**config.mk**
```make
export PLATFORM = sky130hd
export DESIGN_NAME = fpu_normalize_flat
export DESIGN_NICKNAME = d
export VERILOG_FILES = /design/src/rtl/fpu_normalize_if.sv /design/src/rtl/fpu_normalize.sv /design/src/flat_wrapper.sv
export SDC_FILE = /design/constraint.sdc
export NUM_CORES = 1
export LEC_CHECK = 0
export CORE_UTILIZATION = 35
export DETAILED_ROUTE_END_ITERATION = 16
export GPL_ROUTABILITY_DRIVEN = 0
export HOLD_SLACK_MARGIN = 0.05
export PLACE_DENSITY = 0.67
export SLEW_MARGIN = 20
export SYNTH_ARGS = -nofsm -noshare
export SYNTH_HDL_FRONTEND = slang
export SYNTH_SLANG_ARGS = --single-unit
```
**constraint.sdc**
```tcl
create_clock -name clk -period 4.2 [get_ports clk]
set_input_delay 0.84 -clock clk [delete_from_list [all_inputs] [get_ports clk]]
set_output_delay 0.84 -clock clk [all_outputs]
set_load 0.005 [all_outputs]
```
**src/rtl/fpu_normalize_if.sv**
```systemverilog
// Handshake/data bundle for the FPU normalize/pack stage.
// master = upstream/downstream environment, slave = the normalize block.
interface fpu_normalize_if;
    logic        in_valid;
    logic        in_ready;
    logic        in_sign;
    logic [8:0]  in_exponent;
    logic [24:0] in_mantissa;
    logic [1:0]  in_operator;
    logic        out_valid;
    logic        out_ready;
    logic [31:0] result;
    logic        flag_zero;
    logic        flag_overflow;
    logic        flag_underflow;
    logic        flag_invalid;

    modport master (
        output in_valid, in_sign, in_exponent, in_mantissa, in_operator, out_ready,
        input  in_ready, out_valid, result, flag_zero, flag_overflow, flag_underflow, flag_invalid
    );

    modport slave (
        input  in_valid, in_sign, in_exponent, in_mantissa, in_operator, out_ready,
        output in_ready, out_valid, result, flag_zero, flag_overflow, flag_underflow, flag_invalid
    );
endinterface

```
**src/rtl/fpu_normalize.sv**
```systemverilog
// FPU normalize/pack stage: renormalizes a raw add/sub/mul result and packs an IEEE-754 single.
// Optional FPU_NORM_ROUND_EN keeps the right-shifted bit and rounds to nearest-even before packing.
module fpu_normalize #(
    parameter int BIAS  = 127,
    parameter int EXP_W = 10
) (
    input logic            clk,
    input logic            reset,
    fpu_normalize_if.slave bus
);
    typedef enum logic [1:0] {IDLE, NORM, PACK, DONE} state_t;

    typedef struct packed {
        logic zero;
        logic overflow;
        logic underflow;
        logic invalid;
    } flags_t;

    localparam logic signed [EXP_W-1:0] EXP_ONE  = EXP_W'(1);
    localparam logic signed [EXP_W-1:0] EXP_ZERO = '0;
    localparam logic signed [EXP_W-1:0] EXP_MAX  = EXP_W'(255);
    localparam logic signed [EXP_W-1:0] EXP_BIAS = EXP_W'(BIAS);

    state_t                  state_q, state_d;
    logic                    sign_q, sign_d;
    logic signed [EXP_W-1:0] exp_q, exp_d;
    logic [24:0]             mant_q, mant_d;
    logic [1:0]              op_q, op_d;
    logic [31:0]             result_q, result_d;
    flags_t                  flags_q, flags_d;
    logic                    out_valid_q, out_valid_d;
    logic [24:0]             mant_pk;
    logic                    pack_now;
`ifdef FPU_NORM_ROUND_EN
    logic                    round_q, round_d;  // bit dropped by the last right shift
    logic                    carry_q, carry_d;  // rounding carried out; next right shift lands normalized
`endif

    always_comb begin
        // NOTE: every next value defaults to its held value first, so no branch can infer a latch.
        state_d     = state_q;
        sign_d      = sign_q;
        exp_d       = exp_q;
        mant_d      = mant_q;
        op_d        = op_q;
        result_d    = result_q;
        flags_d     = flags_q;
        out_valid_d = out_valid_q;
        mant_pk     = mant_q;
        pack_now    = 1'b1;
`ifdef FPU_NORM_ROUND_EN
        round_d = round_q;
        carry_d = carry_q;
        // Round-half-even with no sticky bits: a set round bit is always an exact tie.
        if (round_q && mant_q[0])
            mant_pk = mant_q + 25'd1;
        if (mant_pk[24])
            pack_now = 1'b0;
`endif

        unique case (state_q)
            IDLE: begin
                if (bus.in_valid) begin
                    sign_d = bus.in_sign;
                    mant_d = bus.in_mantissa;
                    op_d   = bus.in_operator;
                    exp_d  = EXP_W'(bus.in_exponent);
                    if (bus.in_operator == 2'b10)
                        exp_d = EXP_W'(bus.in_exponent) - EXP_BIAS;
`ifdef FPU_NORM_ROUND_EN
                    round_d = 1'b0;
                    carry_d = 1'b0;
`endif
                    state_d = NORM;
                end
            end

            NORM: begin
                if (mant_q == '0 || op_q == 2'b11) begin
                    state_d = PACK;
                end else if (mant_q[24]) begin
                    mant_d = {1'b0, mant_q[24:1]};
                    exp_d  = exp_q + EXP_ONE;
`ifdef FPU_NORM_ROUND_EN
                    round_d = mant_q[0];
                    if (carry_q) begin
                        carry_d = 1'b0;
                        state_d = PACK;
                    end
`endif
                end else if (!mant_q[23]) begin
                    mant_d = {mant_q[23:0], 1'b0};
                    exp_d  = exp_q - EXP_ONE;
                end else begin
                    state_d = PACK;
                end
            end

            PACK: begin
                if (!pack_now) begin
                    mant_d  = mant_pk;
`ifdef FPU_NORM_ROUND_EN
                    round_d = 1'b0;
                    carry_d = 1'b1;
`endif
                    state_d = NORM;
                end else begin
                    flags_d     = '0;
                    out_valid_d = 1'b1;
                    state_d     = DONE;
                    if (op_q == 2'b11) begin
                        result_d         = 32'h7FC0_0000;
                        flags_d.invalid  = 1'b1;
                    end else if (mant_pk == '0) begin
                        result_d         = {sign_q, 31'b0};
                        flags_d.zero     = 1'b1;
                    end else if (exp_q >= EXP_MAX) begin
                        result_d         = {sign_q, 8'hFF, 23'b0};
                        flags_d.overflow = 1'b1;
                    end else if (exp_q <= EXP_ZERO) begin
                        result_d          = {sign_q, 31'b0};
                        flags_d.underflow = 1'b1;
                        flags_d.zero      = 1'b1;
                    end else begin
                        result_d = {sign_q, exp_q[7:0], mant_pk[22:0]};
                    end
                end
            end

            DONE: begin
                if (bus.out_ready) begin
                    out_valid_d = 1'b0;
                    state_d     = IDLE;
                end
            end

            default: state_d = IDLE;
        endcase
    end

    // NOTE: state registers use non-blocking assignment so every flop samples pre-edge values.
    always_ff @(posedge clk) begin
        if (reset) begin
            state_q     <= IDLE;
            sign_q      <= 1'b0;
            exp_q       <= '0;
            mant_q      <= '0;
            op_q        <= '0;
            result_q    <= '0;
            flags_q     <= '0;
            out_valid_q <= 1'b0;
`ifdef FPU_NORM_ROUND_EN
            round_q     <= 1'b0;
            carry_q     <= 1'b0;
`endif
        end else begin
            state_q     <= state_d;
            sign_q      <= sign_d;
            exp_q       <= exp_d;
            mant_q      <= mant_d;
            op_q        <= op_d;
            result_q    <= result_d;
            flags_q     <= flags_d;
            out_valid_q <= out_valid_d;
`ifdef FPU_NORM_ROUND_EN
            round_q     <= round_d;
            carry_q     <= carry_d;
`endif
        end
    end

    assign bus.in_ready       = (state_q == IDLE);
    assign bus.out_valid      = out_valid_q;
    assign bus.result         = result_q;
    assign bus.flag_zero      = flags_q.zero;
    assign bus.flag_overflow  = flags_q.overflow;
    assign bus.flag_underflow = flags_q.underflow;
    assign bus.flag_invalid   = flags_q.invalid;
endmodule

```
**src/flat_wrapper.sv**
```systemverilog
// flat-port wrapper written by rule: the top's interface ports become plain ports
module fpu_normalize_flat 
#(
    parameter int BIAS  = 127,
    parameter int EXP_W = 10
)
  (clk, reset, bus_in_valid, bus_in_sign, bus_in_exponent, bus_in_mantissa, bus_in_operator, bus_out_ready, bus_in_ready, bus_out_valid, bus_result, bus_flag_zero, bus_flag_overflow, bus_flag_underflow, bus_flag_invalid);
  fpu_normalize_if bus_i ();
  input logic clk;
  input logic reset;
  input wire logic [$bits(bus_i.in_valid)-1:0] bus_in_valid;
  input wire logic [$bits(bus_i.in_sign)-1:0] bus_in_sign;
  input wire logic [$bits(bus_i.in_exponent)-1:0] bus_in_exponent;
  input wire logic [$bits(bus_i.in_mantissa)-1:0] bus_in_mantissa;
  input wire logic [$bits(bus_i.in_operator)-1:0] bus_in_operator;
  input wire logic [$bits(bus_i.out_ready)-1:0] bus_out_ready;
  output wire logic [$bits(bus_i.in_ready)-1:0] bus_in_ready;
  output wire logic [$bits(bus_i.out_valid)-1:0] bus_out_valid;
  output wire logic [$bits(bus_i.result)-1:0] bus_result;
  output wire logic [$bits(bus_i.flag_zero)-1:0] bus_flag_zero;
  output wire logic [$bits(bus_i.flag_overflow)-1:0] bus_flag_overflow;
  output wire logic [$bits(bus_i.flag_underflow)-1:0] bus_flag_underflow;
  output wire logic [$bits(bus_i.flag_invalid)-1:0] bus_flag_invalid;
  assign bus_i.in_valid = bus_in_valid;
  assign bus_i.in_sign = bus_in_sign;
  assign bus_i.in_exponent = bus_in_exponent;
  assign bus_i.in_mantissa = bus_in_mantissa;
  assign bus_i.in_operator = bus_in_operator;
  assign bus_i.out_ready = bus_out_ready;
  assign bus_in_ready = bus_i.in_ready;
  assign bus_out_valid = bus_i.out_valid;
  assign bus_result = bus_i.result;
  assign bus_flag_zero = bus_i.flag_zero;
  assign bus_flag_overflow = bus_i.flag_overflow;
  assign bus_flag_underflow = bus_i.flag_underflow;
  assign bus_flag_invalid = bus_i.flag_invalid;
  fpu_normalize #(.BIAS(BIAS), .EXP_W(EXP_W)) u_core (.clk(clk), .reset(reset), .bus(bus_i));
endmodule
```
Word-level counts from Yosys, hierarchy flattened

Cells that the tools add are included.

Memory bits (read-only): 0
Latch bits: 0
Flip-flop bits (word level): 77
Input port bits: 41
Word-level logic and storage cells: 68
Memories kept: 0
Memory bits (writable): 0

Equal/unequal tests: 11
Order comparisons: 2
Add/subtract/negate cells: 3
Shift-type cells: 0
Bitwise gates (word level): 0
Reduce and logical (&&, ||, !) cells: 10
Muxes and demuxes: 30
Div/mod/pow operators: 0
Multipliers: 0

Operators with widths:

| cell                                                                                  | count |
|---|---|
| 31-bit two-way mux                                                                    | 3 |
| 25-bit two-way mux                                                                    | 3 |
| 10-bit two-way mux                                                                    | 5 |
| 25-bit one-hot mux with 2 select lines                                                | 1 |
| 32-bit two-way mux                                                                    | 1 |
| 25-bit logical NOT                                                                    | 1 |
| 24-bit two-way mux                                                                    | 1 |
| 10-bit one-hot mux with 2 select lines                                                | 1 |
| 2-bit two-way mux                                                                     | 6 |
| 10-bit by 2-bit adder with 10-bit output (second input constant)                      | 1 |
| 10-bit by 9-bit greater-or-equal comparator with 1-bit output (second input constant) | 1 |
| 10-bit by 1-bit <= comparator with 1-bit output (second input constant)               | 1 |
| 10-bit by 2-bit subtractor with 10-bit output (second input constant)                 | 1 |
| 9-bit by 7-bit subtractor with 10-bit output (second input constant)                  | 1 |
| 2-bit equality test (second input constant)                                           | 4 |
| 2-bit one-hot mux with 4 select lines                                                 | 1 |
| 4-bit AND reduction                                                                   | 2 |
| 1-bit two-way mux                                                                     | 6 |
| 2-bit inequality test (second input constant)                                         | 3 |
| 2-bit AND reduction                                                                   | 2 |
| 2-bit nonzero test                                                                    | 2 |
| 3-bit two-way mux                                                                     | 1 |
| 3-bit by 1-bit inequality test with 1-bit output (second input constant)              | 1 |
| 3-bit by 2-bit inequality test with 1-bit output (second input constant)              | 1 |
| other kinds (6)                                                                       | 6 |

Longest topological paths before layout

Gate-level depths: netlist of run 1.

Depth in word-level cells: 5
Depth in mapped cells: 9
Mapped depth without buffers: 8

Worst setup path after synthesis of run 1

No wires, ideal clock.

Path type: register to register
Start point: register u_core.mant_q[24], in the netlist u_core.mant_pk[24]
End point: register u_core.exp_q[7]
Buffers on the path: 1
Setup slack: 1.916 ns
Library setup time: 0.116 ns
Arrival time: 2.168 ns
Cell stages (with the launch flop): 10
Required time: 4.084 ns
Clock period less this slack: 2.284 ns
Cell sequence: dfxtp_1 -> buf_2 -> inv_1 -> ha_1 -> a211oi_1 -> nor2_1 -> o31ai_1 -> xor2_1 -> a21oi_1 -> a31o_2

Cells in the longest elaborated chain, start to end: 4
Elaborated cells on any way between the ends: 8
Classes of those cells: 2 x eq/ne; 3 x mux; 3 x reduce/logical

RTL lines:

| element                                | line                 | RTL |
|---|---|---|
| start, declared                        | fpu_normalize.sv:28  | `logic [24:0] mant_q, mant_d;` |
| start signal, assigned                 | fpu_normalize.sv:161 | `mant_q <= mant_d;` |
| 25-bit logical NOT                     | fpu_normalize.sv:80  | `if (mant_q == '0 \|\| op_q == 2'b11) begin` |
| 1-bit logical OR                       | fpu_normalize.sv:80  |  |
| 2-bit inequality test (no source line) | n/a                  |  |
| 4-bit AND reduction (no source line)   | n/a                  |  |
| end signal, assigned                   | fpu_normalize.sv:160 | `exp_q <= exp_d;` |
| end, declared                          | fpu_normalize.sv:27  | `logic signed [EXP_W-1:0] exp_q, exp_d;` |

Parallel ways exist; a longest one is shown, timed or not. The select of a mux whose other input is x is not followed.
A chain may end at the register's enable or synchronous reset.

Worst setup path in the final report of run 1

Start point: input bus_in_valid
End point: register u_core.mant_q[12], in the netlist u_core.mant_pk[12]

Cells in the longest elaborated chain, start to end: 2

RTL lines:

| element                                | line               | RTL |
|---|---|---|
| start, declared                        | flat_wrapper.sv:11 | `input wire logic [$bits(bus_i.in_valid)-1:0] bus_in_valid;` |
| 2-bit inequality test (no source line) | n/a                |  |
| 4-bit AND reduction (no source line)   | n/a                |  |

Every way passes these cells.

==> flow_metrics.py, run 1 <==
metrics = {
    "run_status": {
        "outcome": "finished clean",
    },
    "synthesis": {
        "syn_inst": 500,
        "synth-main-ff-cell": "dfxtp_1",
        "yosys.area_share.xor_xnor": 0.0300,
        "syn_nets": 555,
        "ys_seq_elements": 77,
        "synth_mux_area_frac": 0.0612,
        "synth_compound_area_frac": 0.233,
        "synth_area_sq_um": 4090,
        "synth_fa_ha_area_frac": 0.0446,
        "seq_area_frac_synth": 0.377,
        "netlist-cell-type-count": 53,
        "synth-simple-area-share": 0.211,
        "synth-warning-count": 0,
        "synth-edff-count": 0,
        "async_flop_share": 0,
        "synth_top_family_by_area": "compound AO/OA/AOI/OAI gates",
        "synth_area_per_cell_sq_um": 8.18,
    },
    "route": {
        "totalWireLength_microns": 11000,
        "via_per_inst": 5.58,
        "drt_drc_violations_left": 0,
        "first_iter_violations": 269,
        "dr.pass1.iters": 4,
        "wl_per_cell_microns": 15.4,
        "vias": 3969,
        "drtAntennaViolNets": 0,
    },
    "worst_setup_path": {
        "crit_required_ns": 4.40,
        "crit_type": "in2reg",
        "path_buf_inv": 2,
        "cp_data_arrival_time_ns": 3.01,
        "r2r_cells": 7,
        "worstPathMaxFanout": 24,
        "worst-path-stages": 7,
        "ff2ff_setup_slack_ns": 1.43,
        "reg2reg_to": "u_core.mant_pk[12]",
        "critPathSlowestCell": "clkdlybuf4s50_1",
        "max_stage_delay_ns": 0.58,
        "crit_family": "buffers and inverters",
        "critPathCaptureType": "flop",
        "reg2reg_from": "u_core.state_q[1]",
        "cp-start-kind": "input pin",
        "crit_chain": "clkdlybuf4s50_1, nand2_1, a21boi_0, a21oi_4, buf_4, mux2i_1, nor2_1",
    },
    "clock_tree": {
        "ctsResizeCount": 0,
        "clock_sinks": 77,
        "cts_tree": "done",
        "cts_buffer_depth": 2,
        "post_cts_buffers": 0,
        "cts-root-buf": "clkbuf_16",
        "htreeDepth": 3,
        "holdBufCountCts": 0,
        "cts_buffers": 9,
        "clock_latency_ns": 0.34,
        "path_clk_slew_ns": 0.06,
    },
    "final_layout": {
        "final_cell_mix": "nor2_1 (116), clkdlybuf4s50_1 (77), dfxtp_1 (77), a21oi_1 (36), mux2i_1 (25)",
        "final_common_cell": "nor2_1",
        "area_growth_pct": 29.4,
        "drive_gt1_frac": 0.0599,
        "diodes": 0,
        "fin_util": 0.464,
        "nFillCells": 1121,
        "final_nets": 620,
    },
    "sta": {
        "worst_pin_slew_ns": 1.03,
        "setup_viol_count_final": 0,
        "max_slew_margin": 0.311,
        "finalSetupTns_ns": 0,
        "finalCriticalPeriod_ns": 2.81,
        "maxSlewViolCount": 0,
        "fmax_ghz": 0.355,
        "finalHoldViolCount": 0,
        "rsz0062_at_grt": "false",
        "period_share": 0.670,
        "skew_ns": 0.00413,
    },
    "floorplan": {
        "rows": 39,
        "die_h_microns": 110,
        "io_pins": 79,
        "die_area_sq_um": 12100,
        "dieWidth_microns": 110,
        "initial_core_util": 0.358,
        "core-area_sq_um": 11400,
    },
    "hold_path": {
        "hold_path.class": "reg2reg",
        "whs_path_depth": 2,
        "whs_endpoint": "u_core.bus.flag_invalid",
        "holdCritStartpoint": "u_core.bus.flag_invalid",
    },
    "placed_design": {
        "dp_hpwl_microns": 7760,
        "portBuffers": 78,
    },
    "global_route": {
        "grt_use_total": 0.191,
        "grt_max_degree": 62,
        "grt_use_met2": 0.300,
        "grt_pass1_wl_microns": 18100,
        "use_met3": 0.0406,
        "antenna_found_initial": 0,
        "grt_overflow": 0,
        "grt_pass1_vias": 3770,
        "grt.busiest_layer": "met2",
        "grtUsageMet1": 0.253,
    },
    "pwr": {
        "finalPower_uw": 4040,
        "ir_worst_vdd_uv": 339,
        "p_leak_uw": 0.00199,
        "p_per_area_nw_per_um2": 763,
    },
    "job": {
        "max_cap_viol_count": 0,
    },
}
[worst min-delay path: stages (launching register included)]
cell and delay [ns]:
dfxtp_1 0.30, nand2_1 0.06, a21oi_1 0.06
[routing by layer]
layer | up-vias | routed length [microns] | part of all wire
met4 | 0 | 208 | 0.019
met5 | - | 0 | 0
met2 | 141 | 4940 | 0.45
met1 | 1877 | 5120 | 0.47
met3 | 20 | 698 | 0.064
li1 | 1931 | - | -
[where the power goes]
group | switching (uW) | leakage, uW | internal (uW)
clock | 296 | 0.000158 | 548
combinational | 1120 | 0.00120 | 894
sequential | 246 | 0.000628 | 938
total | 1660 | 0.00199 | 2380
[final cells by class]
| type | count | area, sq um | area share |
|---|---|---|---|
| flip-flops and latches | 77 | 1540 | 0.291 |
| clock inverters | 3 | 68.8 | 0.0130 |
| multi-input cells | 383 | 2390 | 0.452 |
| inverters | 11 | 41.3 | 0.00780 |
| clock buffers | 11 | 253 | 0.0477 |
| repair buffers | 83 | 821 | 0.155 |
| well taps | 143 | 179 | 0.0338 |
[cells by family after synthesis]
group           after synthesis
simple gates                194
fa+ha+maj                    14
mux                          25
xor+xnor                     14
compound gates              136
buf+inv                      40
flops                        77
[how the worst max path moves through the flow]
stage,from,end,slack [ns]
2_1_floorplan,u_core.mant_pk[24],u_core.exp_q[7],1.92
3_3_place_gp,bus_in_valid,u_core.mant_pk[22],1.17
3_5_place_dp,bus_in_valid,u_core.mant_pk[12],1.09
4_1_cts,bus_in_valid,u_core.mant_pk[12],1.43
5_1_grt,u_core.state_q[1],u_core.mant_pk[16],1.23
6_report,bus_in_valid,u_core.mant_pk[12],1.39
[sequential cells by signal, indices dropped and copies added (netlist names)]
signal and count:
u_core.bus.result 32, u_core.sign_q 1, u_core.bus.flag_invalid 1, u_core.bus.flag_underflow 1, u_core.bus.flag_zero 1, u_core.mant_pk 25, u_core.bus.flag_overflow 1, u_core.state_q 2
u_core.op_q 2, u_core.exp_q 10, u_core.bus.out_valid 1
[cell usage after synthesis, types with 2 or more instances]
cell / count / share of area
a211oi_1: 10 / 0.018
a21o_1: 2 / 0.0037
a21oi_1: 36 / 0.044
a221o_1: 2 / 0.0049
a221oi_1: 14 / 0.030
a22oi_1: 23 / 0.042
a2bb2oi_1: 3 / 0.0064
a311oi_2: 2 / 0.0073
a31o_2: 2 / 0.0043
and2_1: 2 / 0.0031
and3_1: 12 / 0.018
buf_1: 2 / 0.0018
buf_2: 3 / 0.0037
buf_6: 3 / 0.0083
clkbuf_1: 21 / 0.019
dfxtp_1: 77 / 0.38
ha_1: 13 / 0.040
inv_1: 11 / 0.010
mux2i_1: 25 / 0.061
nand2_1: 24 / 0.022
nand2b_1: 2 / 0.0031
nand3_1: 9 / 0.011
nand4_1: 6 / 0.0092
nor2_1: 116 / 0.11
nor2b_1: 4 / 0.0061
nor3_1: 6 / 0.0073
nor4_1: 6 / 0.0092
nor4_2: 2 / 0.0061
o21a_1: 4 / 0.0073
o21ai_0: 22 / 0.027
o31ai_1: 2 / 0.0037
xnor2_1: 11 / 0.024
xor2_1: 3 / 0.0064
[stage by stage]
step           setup slack (ns)  cell area (sq um)  std cells  hold WS (ns)
2_1_floorplan              1.92               4090        500         0.436
3_3_place_gp               1.17               4960        696         0.451
3_5_place_dp               1.09               4970        697         0.452
4_1_cts                    1.43               5300        711         0.464
5_1_grt                    1.23               5300        711         0.489
6_report                   1.39               5300        711         0.468
Power figures use the tool's default switching activity.
==> inputs of run 2 (changes only) <==
--- a/config.mk
+++ b/config.mk
@@ -9,7 +9,7 @@
 export DETAILED_ROUTE_END_ITERATION = 16
 export GPL_ROUTABILITY_DRIVEN = 0
 export HOLD_SLACK_MARGIN = 0.05
-export PLACE_DENSITY = 0.67
+export PLACE_DENSITY = 0.69
 export SLEW_MARGIN = 20
 export SYNTH_ARGS = -nofsm -noshare
 export SYNTH_HDL_FRONTEND = slang
==> constraint.sdc (replaced) <==
create_clock -name clk -period 2.4 [get_ports clk]
set_input_delay 0.48 -clock clk [delete_from_list [all_inputs] [get_ports clk]]
set_output_delay 0.48 -clock clk [all_outputs]
set_load 0.005 [all_outputs]
==> run 2 against run 1 <==
Against the previous run: clock power is 88% higher; setup slack worse by 1.2 ns; non-clock buffer count is 13 higher; critical path type is now reg2reg; largest power group unchanged.
==> flow_metrics.py, run 2 (synthesis results as in run 1) <==
metrics = {
    "global_route": {
        "grt_pass1_wl_microns": 18100,
        "antenna_found_initial": 0,
        "grt_max_degree": 52,
        "grt_pass1_vias": 3750,
        "grt_overflow": 0,
        "grt_use_total": 0.189,
    },
    "clock_tree": {
        "path_clk_slew_ns": 0.06,
        "cts_buffers": 9,
        "cts_tree": "done",
        "cts_buffer_depth": 2,
        "cts-root-buf": "clkbuf_16",
        "clock_latency_ns": 0.33,
        "holdBufCountCts": 0,
        "htreeDepth": 3,
        "clock_sinks": 77,
    },
    "placed_design": {
        "dp_hpwl_microns": 7810,
        "dp.cells": 710,
        "portBuffers": 78,
    },
    "pwr": {
        "p_leak_uw": 0.00207,
        "p_per_area_nw_per_um2": 1340,
        "ir_worst_vdd_uv": 589,
    },
    "worst_setup_path": {
        "critPathCaptureType": "flop",
        "critPathSlowestCell": "dfxtp_1",
        "path_buf_inv": 1,
        "crit_required_ns": 2.62,
        "crit_type": "reg2reg",
        "cp-endpoint": "u_core.exp_q[6]",
        "crit_start": "u_core.exp_q[0]",
        "worstPathMaxFanout": 6,
        "cp-start-kind": "flop",
        "crit_family": "compound AO/OA/AOI/OAI gates",
        "ff2ff_setup_slack_ns": 0.19,
        "crit_chain": "inv_1, fa_1, nor2b_1, o31a_1, o21a_1, nor2_1, xnor2_1, a221o_1",
        "reg2reg_to": "u_core.exp_q[6]",
        "reg2reg_from": "u_core.exp_q[0]",
        "worst-path-stages": 8,
        "max_stage_delay_ns": 0.47,
        "r2r_cells": 8,
        "cp_data_arrival_time_ns": 2.43,
    },
    "sta": {
        "finalHoldViolCount": 0,
        "worst_pin_slew_ns": 1.02,
        "period_share": 0.921,
        "skew_ns": 0.00579,
        "max_slew_margin": 0.318,
        "hold_slack_ns": 0.464,
        "finalCriticalPeriod_ns": 2.21,
        "maxSlewViolCount": 0,
        "finalSetupTns_ns": 0,
        "setup_viol_count_final": 0,
        "fmax_ghz": 0.452,
        "rsz0062_at_grt": "false",
    },
    "route": {
        "drtAntennaViolNets": 0,
        "first_iter_violations": 244,
        "totalWireLength_microns": 10900,
        "drt_drc_violations_left": 0,
        "wl_per_cell_microns": 15.0,
        "vias": 3952,
        "via_per_inst": 5.44,
        "dr.pass1.iters": 4,
    },
    "final_layout": {
        "nFillCells": 1120,
        "area_growth_pct": 33.1,
        "fin_util": 0.477,
        "final_common_cell": "nor2_1",
        "multi_input_area_sq_um": 2400,
        "regArea_sq_um": 1540,
        "layout.cells.non_filler": 726,
        "largest_reg_flops": 32,
        "diodes": 0,
        "drive_gt1_frac": 0.0840,
        "final_nets": 633,
        "final_cell_mix": "nor2_1 (116), clkdlybuf4s50_1 (77), dfxtp_1 (77), a21oi_1 (36), mux2i_1 (25)",
    },
    "floorplan": {
        "die_area_sq_um": 12100,
        "initial_core_util": 0.358,
        "dieWidth_microns": 110,
        "die_h_microns": 110,
        "core-area_sq_um": 11400,
        "io_pins": 79,
        "rows": 39,
    },
    "job": {
        "max_cap_viol_count": 0,
    },
    "run_status": {
        "outcome": "finished clean",
    },
    "hold_path": {
        "hold_path.class": "reg2reg",
    },
}
run 2: cell count changes in the layout (fill, tap and decap cells not counted):
cell and change:
buf_12 +2, buf_4 +12, buf_8 -1, bufinv_16 +1, clkbuf_1 +1, clkbuf_8 -1
clkinvlp_4 +1, o31ai_1 -1, o31ai_2 +1
run 2: cell type report:
type / instances / area share
Clock buffer: 11 / 0.0446
Clock inverter: 5 / 0.0195
Multi-Input combinational cell: 383 / 0.440
Tap cell: 143 / 0.0329
Inverter: 11 / 0.00758
Timing Repair Buffer: 96 / 0.172
Sequential cell: 77 / 0.283
run 2: power breakdown:
part	internal (uW)	total [uW]	switching [uW]
registers	1640	2060	416
clock network	1050	1590	537
logic	1670	3640	1970
total	4360	7280	2920
run 2: worst min path at each step:
stage | depth (start not counted) | start | slack (ns) | end
3_3_place_gp | 2 | u_core.sign_q | 0.45 | u_core.sign_q
5_1_grt | 2 | u_core.bus.flag_invalid | 0.49 | u_core.bus.flag_invalid
4_1_cts | 2 | u_core.sign_q | 0.47 | u_core.sign_q
6_report | 2 | u_core.sign_q | 0.46 | u_core.sign_q
3_5_place_dp | 2 | u_core.sign_q | 0.46 | u_core.sign_q
2_1_floorplan | 2 | u_core.sign_q | 0.44 | u_core.sign_q
run 2: per-stage QoR:
| step | setup WS, ns | total power [uW] | instance area, sq um |
|---|---|---|---|
| 5_1_grt | 0.0296 | 7850 | 5440 |
| 3_3_place_gp | 0.0639 | 5590 | 5090 |
| 4_1_cts | 0.195 | 7280 | 5440 |
| 2_1_floorplan | 0.116 | 4620 | 4090 |
| 3_5_place_dp | 0.0620 | 5680 | 5090 |
| 6_report | 0.190 | 7280 | 5440 |
run 2: worst register-to-register path: cells and delay by family (launching register included):
| kind | cells | cell delay, ns |
|---|---|---|
| AND/OR/NAND/NOR | 2 | 0.26 |
| adder cells (fa/ha/maj) | 1 | 0.43 |
| flip-flops | 1 | 0.47 |
| AO/OA/AOI/OAI | 3 | 0.67 |
| buffers and inverters | 1 | 0.13 |
| XOR/XNOR | 1 | 0.13 |
run 2: what timing repair did:
action | in CTS | in global routing
setup endpoints to repair | 0 | 1
buffers inserted | 0 | 0
resized for setup | 0 | 1
run 2: per-layer routing:
layer,up-vias,GRT usage,part of all wire,wire (microns)
met5,-,0,0,0
met4,0,0.0639,0.016,176
met3,15,0.0288,0.053,574
met2,121,0.296,0.46,5000
met1,1851,0.265,0.47,5150
li1,1965,-,-,-
